File: config.mk
export PLATFORM = sky130hd
export DESIGN_NAME = id_ex_stage_flat
export DESIGN_NICKNAME = d
export VERILOG_FILES = /design/src/rtl/id_ex_stage_if.sv /design/src/rtl/id_ex_stage.sv /design/src/flat_wrapper.sv
export SDC_FILE = /design/constraint.sdc
export NUM_CORES = 1
export LEC_CHECK = 0
export CAP_MARGIN = 20
export CORE_MARGIN = 2
export CORE_UTILIZATION = 29
export DETAILED_ROUTE_END_ITERATION = 12
export PLACE_DENSITY = 0.71
export SLEW_MARGIN = 20
export SYNTH_ARGS = -nofsm -noshare
export SYNTH_HDL_FRONTEND = slang
export SYNTH_SLANG_ARGS = --single-unit
File: constraint.sdc
create_clock -name clk -period 4.1 [get_ports clk]
set_clock_uncertainty 0.05 [all_clocks]
set_input_delay 0.41 -clock clk [delete_from_list [all_inputs] [get_ports clk]]
set_output_delay 0.41 -clock clk [all_outputs]
set_load 0.02 [all_outputs]
File: src/rtl/id_ex_stage_if.sv
// ID/EX boundary bundle: decoded ID fields and forwarding sources in, the
// ID/EX pipeline register, stall request and stall counter out.
interface id_ex_stage_if #(
    parameter int unsigned PCW  = 30,
    parameter int unsigned CNTW = 16
);
    logic            id_valid;
    logic [5:0]      id_op;
    logic [4:0]      id_rs;
    logic [4:0]      id_rt;
    logic [4:0]      id_rd;
    logic [4:0]      id_shamt;
    logic [5:0]      id_func;
    logic [PCW-1:0]  id_pc;
    logic [31:0]     id_ra;
    logic [31:0]     id_rb;
    logic            id_regwr;
    logic            id_regdst;
    logic            id_memrd;
    logic            id_memwr;
    logic            flush;
    logic [31:0]     ex_alure;
    logic            mem_regwr;
    logic [4:0]      mem_wreg;
    logic [31:0]     mem_data;

    logic            stall;
    logic            ex_valid;
    logic            ex_regwr;
    logic            ex_memrd;
    logic            ex_memwr;
    logic [4:0]      ex_wreg;
    logic [5:0]      ex_op;
    logic [5:0]      ex_func;
    logic [4:0]      ex_shamt;
    logic [PCW-1:0]  ex_pc;
    logic [15:0]     ex_imm;
    logic [31:0]     ex_a;
    logic [31:0]     ex_b;
    logic [CNTW-1:0] stall_cnt;

    modport slave (
        input  id_valid, id_op, id_rs, id_rt, id_rd, id_shamt, id_func, id_pc,
        input  id_ra, id_rb, id_regwr, id_regdst, id_memrd, id_memwr, flush,
        input  ex_alure, mem_regwr, mem_wreg, mem_data,
        output stall, ex_valid, ex_regwr, ex_memrd, ex_memwr, ex_wreg, ex_op,
        output ex_func, ex_shamt, ex_pc, ex_imm, ex_a, ex_b, stall_cnt
    );

    modport master (
        output id_valid, id_op, id_rs, id_rt, id_rd, id_shamt, id_func, id_pc,
        output id_ra, id_rb, id_regwr, id_regdst, id_memrd, id_memwr, flush,
        output ex_alure, mem_regwr, mem_wreg, mem_data,
        input  stall, ex_valid, ex_regwr, ex_memrd, ex_memwr, ex_wreg, ex_op,
        input  ex_func, ex_shamt, ex_pc, ex_imm, ex_a, ex_b, stall_cnt
    );
endinterface

File: src/rtl/id_ex_stage.sv
// ID/EX pipeline register with ID-stage operand forwarding, load-use stall
// detection and a saturating stall counter.
module id_ex_stage #(
    parameter int unsigned PCW  = 30,
    parameter int unsigned CNTW = 16
) (
    input  logic          clk,
    input  logic          reset,
    id_ex_stage_if.slave  bus
);
    localparam logic [CNTW-1:0] CntOne = CNTW'(1);
    localparam logic [CNTW-1:0] CntMax = {CNTW{1'b1}};

    logic            ex_valid_q, ex_valid_d;
    logic            ex_regwr_q, ex_regwr_d;
    logic            ex_memrd_q, ex_memrd_d;
    logic            ex_memwr_q, ex_memwr_d;
    logic [4:0]      ex_wreg_q, ex_wreg_d;
    logic [5:0]      ex_op_q, ex_op_d;
    logic [5:0]      ex_func_q, ex_func_d;
    logic [4:0]      ex_shamt_q, ex_shamt_d;
    logic [PCW-1:0]  ex_pc_q, ex_pc_d;
    logic [15:0]     ex_imm_q, ex_imm_d;
    logic [31:0]     ex_a_q, ex_a_d;
    logic [31:0]     ex_b_q, ex_b_d;
    logic [CNTW-1:0] stall_cnt_q, stall_cnt_d;

    logic [4:0]  wreg;
    logic [31:0] fwd_a, fwd_b;
    logic        ex_fwd_ok;
    logic        stall;

    always_comb begin
        if (bus.id_op == 6'b000011 ||
            (bus.id_op == 6'b000000 && bus.id_func == 6'b001001 && bus.id_rd == 5'd31)) begin
            wreg = 5'd31;
        end else begin
            wreg = bus.id_regdst ? bus.id_rd : bus.id_rt;
        end

        // A load in EX has no result yet; only ALU results forward from EX.
        ex_fwd_ok = ex_valid_q && ex_regwr_q && !ex_memrd_q;

        if (bus.id_rs == 5'd0)                                 fwd_a = '0;
        else if (ex_fwd_ok && ex_wreg_q == bus.id_rs)          fwd_a = bus.ex_alure;
        else if (bus.mem_regwr && bus.mem_wreg == bus.id_rs)   fwd_a = bus.mem_data;
        else                                                   fwd_a = bus.id_ra;

        if (bus.id_rt == 5'd0)                                 fwd_b = '0;
        else if (ex_fwd_ok && ex_wreg_q == bus.id_rt)          fwd_b = bus.ex_alure;
        else if (bus.mem_regwr && bus.mem_wreg == bus.id_rt)   fwd_b = bus.mem_data;
        else                                                   fwd_b = bus.id_rb;

        // rt is compared for every opcode, even ones that never read it.
        stall = bus.id_valid && !bus.flush && ex_valid_q && ex_memrd_q && ex_regwr_q &&
                (ex_wreg_q != 5'd0) && (ex_wreg_q == bus.id_rs || ex_wreg_q == bus.id_rt);
    end

    always_comb begin
        ex_valid_d  = 1'b0;
        ex_regwr_d  = 1'b0;
        ex_memrd_d  = 1'b0;
        ex_memwr_d  = 1'b0;
        ex_wreg_d   = '0;
        ex_op_d     = '0;
        ex_func_d   = '0;
        ex_shamt_d  = '0;
        ex_pc_d     = '0;
        ex_imm_d    = '0;
        ex_a_d      = '0;
        ex_b_d      = '0;
        stall_cnt_d = stall_cnt_q;

        if (!bus.flush && !stall) begin
            ex_valid_d = bus.id_valid;
            ex_regwr_d = bus.id_valid && bus.id_regwr;
            ex_memrd_d = bus.id_valid && bus.id_memrd;
            ex_memwr_d = bus.id_valid && bus.id_memwr;
            ex_wreg_d  = wreg;
            ex_op_d    = bus.id_op;
            ex_func_d  = bus.id_func;
            ex_shamt_d = bus.id_shamt;
            ex_pc_d    = bus.id_pc;
            ex_imm_d   = {bus.id_rd, bus.id_shamt, bus.id_func};
            ex_a_d     = fwd_a;
            ex_b_d     = fwd_b;
        end

        if (stall && stall_cnt_q != CntMax) begin
            stall_cnt_d = stall_cnt_q + CntOne;
        end
    end

    always_ff @(posedge clk) begin
        if (!reset) begin
            ex_valid_q  <= 1'b0;
            ex_regwr_q  <= 1'b0;
            ex_memrd_q  <= 1'b0;
            ex_memwr_q  <= 1'b0;
            ex_wreg_q   <= '0;
            ex_op_q     <= '0;
            ex_func_q   <= '0;
            ex_shamt_q  <= '0;
            ex_pc_q     <= '0;
            ex_imm_q    <= '0;
            ex_a_q      <= '0;
            ex_b_q      <= '0;
            stall_cnt_q <= '0;
        end else begin
            ex_valid_q  <= ex_valid_d;
            ex_regwr_q  <= ex_regwr_d;
            ex_memrd_q  <= ex_memrd_d;
            ex_memwr_q  <= ex_memwr_d;
            ex_wreg_q   <= ex_wreg_d;
            ex_op_q     <= ex_op_d;
            ex_func_q   <= ex_func_d;
            ex_shamt_q  <= ex_shamt_d;
            ex_pc_q     <= ex_pc_d;
            ex_imm_q    <= ex_imm_d;
            ex_a_q      <= ex_a_d;
            ex_b_q      <= ex_b_d;
            stall_cnt_q <= stall_cnt_d;
        end
    end

    assign bus.stall     = stall;
    assign bus.ex_valid  = ex_valid_q;
    assign bus.ex_regwr  = ex_regwr_q;
    assign bus.ex_memrd  = ex_memrd_q;
    assign bus.ex_memwr  = ex_memwr_q;
    assign bus.ex_wreg   = ex_wreg_q;
    assign bus.ex_op     = ex_op_q;
    assign bus.ex_func   = ex_func_q;
    assign bus.ex_shamt  = ex_shamt_q;
    assign bus.ex_pc     = ex_pc_q;
    assign bus.ex_imm    = ex_imm_q;
    assign bus.ex_a      = ex_a_q;
    assign bus.ex_b      = ex_b_q;
    assign bus.stall_cnt = stall_cnt_q;
endmodule

File: src/flat_wrapper.sv
// flat-port wrapper written by rule: the top's interface ports become plain ports
module id_ex_stage_flat 
#(
    parameter int unsigned PCW  = 30,
    parameter int unsigned CNTW = 16
)
  (clk, reset, bus_id_valid, bus_id_op, bus_id_rs, bus_id_rt, bus_id_rd, bus_id_shamt, bus_id_func, bus_id_pc, bus_id_ra, bus_id_rb, bus_id_regwr, bus_id_regdst, bus_id_memrd, bus_id_memwr, bus_flush, bus_ex_alure, bus_mem_regwr, bus_mem_wreg, bus_mem_data, bus_stall, bus_ex_valid, bus_ex_regwr, bus_ex_memrd, bus_ex_memwr, bus_ex_wreg, bus_ex_op, bus_ex_func, bus_ex_shamt, bus_ex_pc, bus_ex_imm, bus_ex_a, bus_ex_b, bus_stall_cnt);
  id_ex_stage_if #(.PCW(PCW), .CNTW(CNTW)) bus_i ();
  input  logic clk;
  input  logic reset;
  input wire logic [$bits(bus_i.id_valid)-1:0] bus_id_valid;
  input wire logic [$bits(bus_i.id_op)-1:0] bus_id_op;
  input wire logic [$bits(bus_i.id_rs)-1:0] bus_id_rs;
  input wire logic [$bits(bus_i.id_rt)-1:0] bus_id_rt;
  input wire logic [$bits(bus_i.id_rd)-1:0] bus_id_rd;
  input wire logic [$bits(bus_i.id_shamt)-1:0] bus_id_shamt;
  input wire logic [$bits(bus_i.id_func)-1:0] bus_id_func;
  input wire logic [$bits(bus_i.id_pc)-1:0] bus_id_pc;
  input wire logic [$bits(bus_i.id_ra)-1:0] bus_id_ra;
  input wire logic [$bits(bus_i.id_rb)-1:0] bus_id_rb;
  input wire logic [$bits(bus_i.id_regwr)-1:0] bus_id_regwr;
  input wire logic [$bits(bus_i.id_regdst)-1:0] bus_id_regdst;
  input wire logic [$bits(bus_i.id_memrd)-1:0] bus_id_memrd;
  input wire logic [$bits(bus_i.id_memwr)-1:0] bus_id_memwr;
  input wire logic [$bits(bus_i.flush)-1:0] bus_flush;
  input wire logic [$bits(bus_i.ex_alure)-1:0] bus_ex_alure;
  input wire logic [$bits(bus_i.mem_regwr)-1:0] bus_mem_regwr;
  input wire logic [$bits(bus_i.mem_wreg)-1:0] bus_mem_wreg;
  input wire logic [$bits(bus_i.mem_data)-1:0] bus_mem_data;
  output wire logic [$bits(bus_i.stall)-1:0] bus_stall;
  output wire logic [$bits(bus_i.ex_valid)-1:0] bus_ex_valid;
  output wire logic [$bits(bus_i.ex_regwr)-1:0] bus_ex_regwr;
  output wire logic [$bits(bus_i.ex_memrd)-1:0] bus_ex_memrd;
  output wire logic [$bits(bus_i.ex_memwr)-1:0] bus_ex_memwr;
  output wire logic [$bits(bus_i.ex_wreg)-1:0] bus_ex_wreg;
  output wire logic [$bits(bus_i.ex_op)-1:0] bus_ex_op;
  output wire logic [$bits(bus_i.ex_func)-1:0] bus_ex_func;
  output wire logic [$bits(bus_i.ex_shamt)-1:0] bus_ex_shamt;
  output wire logic [$bits(bus_i.ex_pc)-1:0] bus_ex_pc;
  output wire logic [$bits(bus_i.ex_imm)-1:0] bus_ex_imm;
  output wire logic [$bits(bus_i.ex_a)-1:0] bus_ex_a;
  output wire logic [$bits(bus_i.ex_b)-1:0] bus_ex_b;
  output wire logic [$bits(bus_i.stall_cnt)-1:0] bus_stall_cnt;
  assign bus_i.id_valid = bus_id_valid;
  assign bus_i.id_op = bus_id_op;
  assign bus_i.id_rs = bus_id_rs;
  assign bus_i.id_rt = bus_id_rt;
  assign bus_i.id_rd = bus_id_rd;
  assign bus_i.id_shamt = bus_id_shamt;
  assign bus_i.id_func = bus_id_func;
  assign bus_i.id_pc = bus_id_pc;
  assign bus_i.id_ra = bus_id_ra;
  assign bus_i.id_rb = bus_id_rb;
  assign bus_i.id_regwr = bus_id_regwr;
  assign bus_i.id_regdst = bus_id_regdst;
  assign bus_i.id_memrd = bus_id_memrd;
  assign bus_i.id_memwr = bus_id_memwr;
  assign bus_i.flush = bus_flush;
  assign bus_i.ex_alure = bus_ex_alure;
  assign bus_i.mem_regwr = bus_mem_regwr;
  assign bus_i.mem_wreg = bus_mem_wreg;
  assign bus_i.mem_data = bus_mem_data;
  assign bus_stall = bus_i.stall;
  assign bus_ex_valid = bus_i.ex_valid;
  assign bus_ex_regwr = bus_i.ex_regwr;
  assign bus_ex_memrd = bus_i.ex_memrd;
  assign bus_ex_memwr = bus_i.ex_memwr;
  assign bus_ex_wreg = bus_i.ex_wreg;
  assign bus_ex_op = bus_i.ex_op;
  assign bus_ex_func = bus_i.ex_func;
  assign bus_ex_shamt = bus_i.ex_shamt;
  assign bus_ex_pc = bus_i.ex_pc;
  assign bus_ex_imm = bus_i.ex_imm;
  assign bus_ex_a = bus_i.ex_a;
  assign bus_ex_b = bus_i.ex_b;
  assign bus_stall_cnt = bus_i.stall_cnt;
  id_ex_stage #(.PCW(PCW), .CNTW(CNTW)) u_core (.clk(clk), .reset(reset), .bus(bus_i));
endmodule
==> flow_metrics.tcl <==
set metrics [dict create \
    outcome "complete, no violations" \
    max-vdd-ir-drop_mv 0.267 \
    synthArstFlopShare_pct 0 \
    final_nets 1113 \
    r2r-start "u_core.bus.ex_wreg[3]$_SDFF_PN0_" \
    grt_max_degree 65 \
    finalNonFillerCells 1198 \
    crit_path_cell_trace "clkdlybuf4s50_1 -> xnor2_1 -> and3_2 -> a22oi_2 -> buf_4 -> nor2_1 -> clkdlybuf4s50_1" \
    grt_overflow 0 \
    gp_congestion 0.858 \
    drt_wl_total_um 24600 \
    first_pass_iters 5 \
    yosysTopAreaCellShare_pct 46.4 \
    final_cell_mix "clkdlybuf4s50_1 (356), dfxtp_1 (141), and2_1 (87), a221o_1 (64), o311a_1 (64)" \
    drt_iter0_drc 293 \
    sw_frac_of_total_pct 26.0 \
    area_growth_pct 70.3 \
    syn_inst 583 \
    fin_crit_ps 3020 \
    start_kind "input port" \
    min_to "u_core.bus.stall_cnt[10]$_SDFFE_PN0P_" \
    post_cts_resized 0 \
    vias 6333 \
    worstHoldStart "u_core.bus.stall_cnt[10]$_SDFFE_PN0P_" \
    ioPinCount 357 \
    crit_fanout 27 \
    p_clk_share_pct 42.0 \
    p_per_area_nw_per_um2 342 \
    hold_buffers 0 \
    synth_seq_cells 141 \
    hold_violations 0 \
    grt_pass1_vias 6483 \
    post_drt_via_cell_ratio 5.29 \
    rsz0062_at_grt "false" \
    power.share.combinational_pct 17.4 \
    critPathCaptureType "primary output" \
    placed_area_um2 9800 \
    maxSlewViolCount 0 \
    cp.arrival_ps 2560 \
    relSlewSlack_pct 41.7 \
    synthesis.nets 788 \
    maxCapViolations 0 \
    min_period_over_period_pct 73.6 \
    clock.fmax_ghz 0.331 \
    start_util_pct 29.2 \
    clk_root_buffer_cell "clkbuf_16" \
    cts_buffers 17 \
    seq_area_frac_synth_pct 46.4 \
    cts_sinks 141 \
    synth_cell_types 49 \
    r2r_setup_slack_ps 1860 \
    drive_above_1_share_pct 7.71 \
    core_um2 20800 \
    synth.area.top_cells "dfxtp_1 (46%), a221o_1 (11%), o311a_1 (11%), and2_1 (8.9%), xnor2_1 (2.9%)" \
    hp-class "flip-flop to flip-flop" \
    rr_worst_depth 6 \
    ys.flop_type "dfxtp_1" \
    htree_levels 4 \
    antenna_found_initial 2 \
    worst_path_most_repeated_cell "clkdlybuf4s50_1" \
    row_count 53 \
    die-width_um 149 \
    port_buffers 356 \
    synthesis.area_um2 6090 \
    tightestPinTransition_ps 873 \
    cts_tree "done" \
    crit_slowest_cell "clkdlybuf4s50_1" \
    preCtsSetupSlack_ps 1100 \
    drc_errors 0 \
    synth_edf_count 0 \
    fin_area_um2 10400 \
    critPathKind "input port to primary output" \
    synth_top_area_cell "dfxtp_1" \
    setup_tns_ps 0 \
    ctsLongestPathBuffers 2 \
    routedWlPerCell_um 20.6 \
    dpl.cell_count 1164 \
    seq_power_share_pct 40.6 \
    worstSkewPairLatency_ps 420 \
    power_switching_uw 922 \
    holdPathStages 2 \
    die_h_um 149 \
    layout_commonest_cell "clkdlybuf4s50_1" \
    setup_viol 0 \
    hpwl_um 17600 \
    internal_power_uw 2630 \
    fin_ws_ps 1080 \
    drtAntennaViolNets 0 \
    grt_pass1_wl_um 36400 \
    grt.total_usage_pct 21.4 \
    rr_endpoint "u_core.bus.ex_memwr$_SDFF_PN0_" \
    clk_pin_slew_ps 60 \
    dieArea_um2 22200 \
    cpPeakStageDelay_ps 640 \
    post-cts-setup-buffers 0 \
    p_leak_uw 0.00373 \
    syn_area_per_cell_um2 10.4 \
    critPathRequiredTime_ps 3640 \
    ys_warn_count 0 \
]
[cell families after synthesis]
kind of cell	share of synthesized area, %
xor gates and xnor gates	2.88
adders and majority gates	0.205
muxes	1.48
DFF	46.4
and+or+nand+nor	17.2
AOI/OAI and AO/OA	25.7
buffers and inverters	6.14
[power by group through the flow]
stage,Sequential (µW),Combinational [µW],Clock (µW)
after floorplan,1530,182,0
after global placement,1470,612,0
after detailed placement,1470,614,0
after CTS,1440,618,1520
after global routing,1450,652,1590
final,1440,616,1490
[critical path, delay by kind of cell]
kind | cells | cell delay [ps]
XOR/XNOR | 1 | 170
AND/OR/NAND/NOR | 2 | 400
AO/OA/AOI/OAI | 1 | 70
buffers and inverters | 3 | 1490
[worst max-delay path by stage]
stage / start / to / slack, ps
floorplan: u_core.bus.ex_wreg[4]$_SDFF_PN0_ / bus_stall / 2040
global placement: bus_id_rt[1] / bus_stall / 1090
detailed placement: bus_id_valid / bus_stall / 1100
CTS: bus_id_valid / bus_stall / 1090
global route: bus_id_rt[1] / bus_stall / 1020
finish: bus_id_rt[2] / bus_stall / 1080
[area by class of cell]
cell class | instances | area (µm²)
diodes | 2 | 5.00
clock buffers | 18 | 429
flip-flops and latches | 141 | 2820
multi-input cells | 372 | 2930
fillers | 1917 | 10500
repair buffers | 373 | 3690
well taps | 275 | 344
clock inverters | 14 | 134
inverters | 3 | 11.3
[per-stage QoR]
step | total power (µW) | utilization [%] | hold WS, ps
6_report | 3550 | 49.8 | 441
5_1_grt | 3690 | 49.8 | 478
4_1_cts | 3580 | 49.8 | 442
3_5_place_dp | 2090 | 47.1 | 433
3_3_place_gp | 2080 | 47.1 | 418
2_1_floorplan | 1720 | - | 482
[cells in the mapped netlist, drive strengths merged, types with 6 or more instances]
master	instances
o31ai	8
xnor2	20
dfxtp	141
buf	35
and2	90
a221o	64
nand4	8
o311a	64
a21oi	16
nor2	8
mux2i	9
nand2	17
and3	6
nand3	10
clkbuf	32
nor4	6
or4	10
[flip-flops by register name, summed over array words and instances (netlist names)]
signal                flops
u_core.bus.ex_b          32
u_core.bus.ex_wreg        5
u_core.bus.ex_regwr       1
u_core.bus.ex_pc         30
u_core.bus.ex_valid       1
u_core.bus.ex_memwr       1
u_core.bus.ex_a          32
u_core.bus.stall_cnt     16
u_core.bus.ex_op          6
u_core.bus.ex_imm        16
u_core.bus.ex_memrd       1
[per-layer routing]
| metal | global-route usage [%] | up-vias | part of all wire [%] |
|---|---|---|---|
| met1 | 24.5 | 3024 | 38 |
| met4 | 8.57 | 0 | 2.5 |
| li1 | - | 2903 | - |
| met3 | 7.19 | 32 | 10 |
| met5 | 0 | - | 0 |
| met2 | 36.7 | 374 | 49 |
Note: power is estimated with default switching activity, not from simulation.
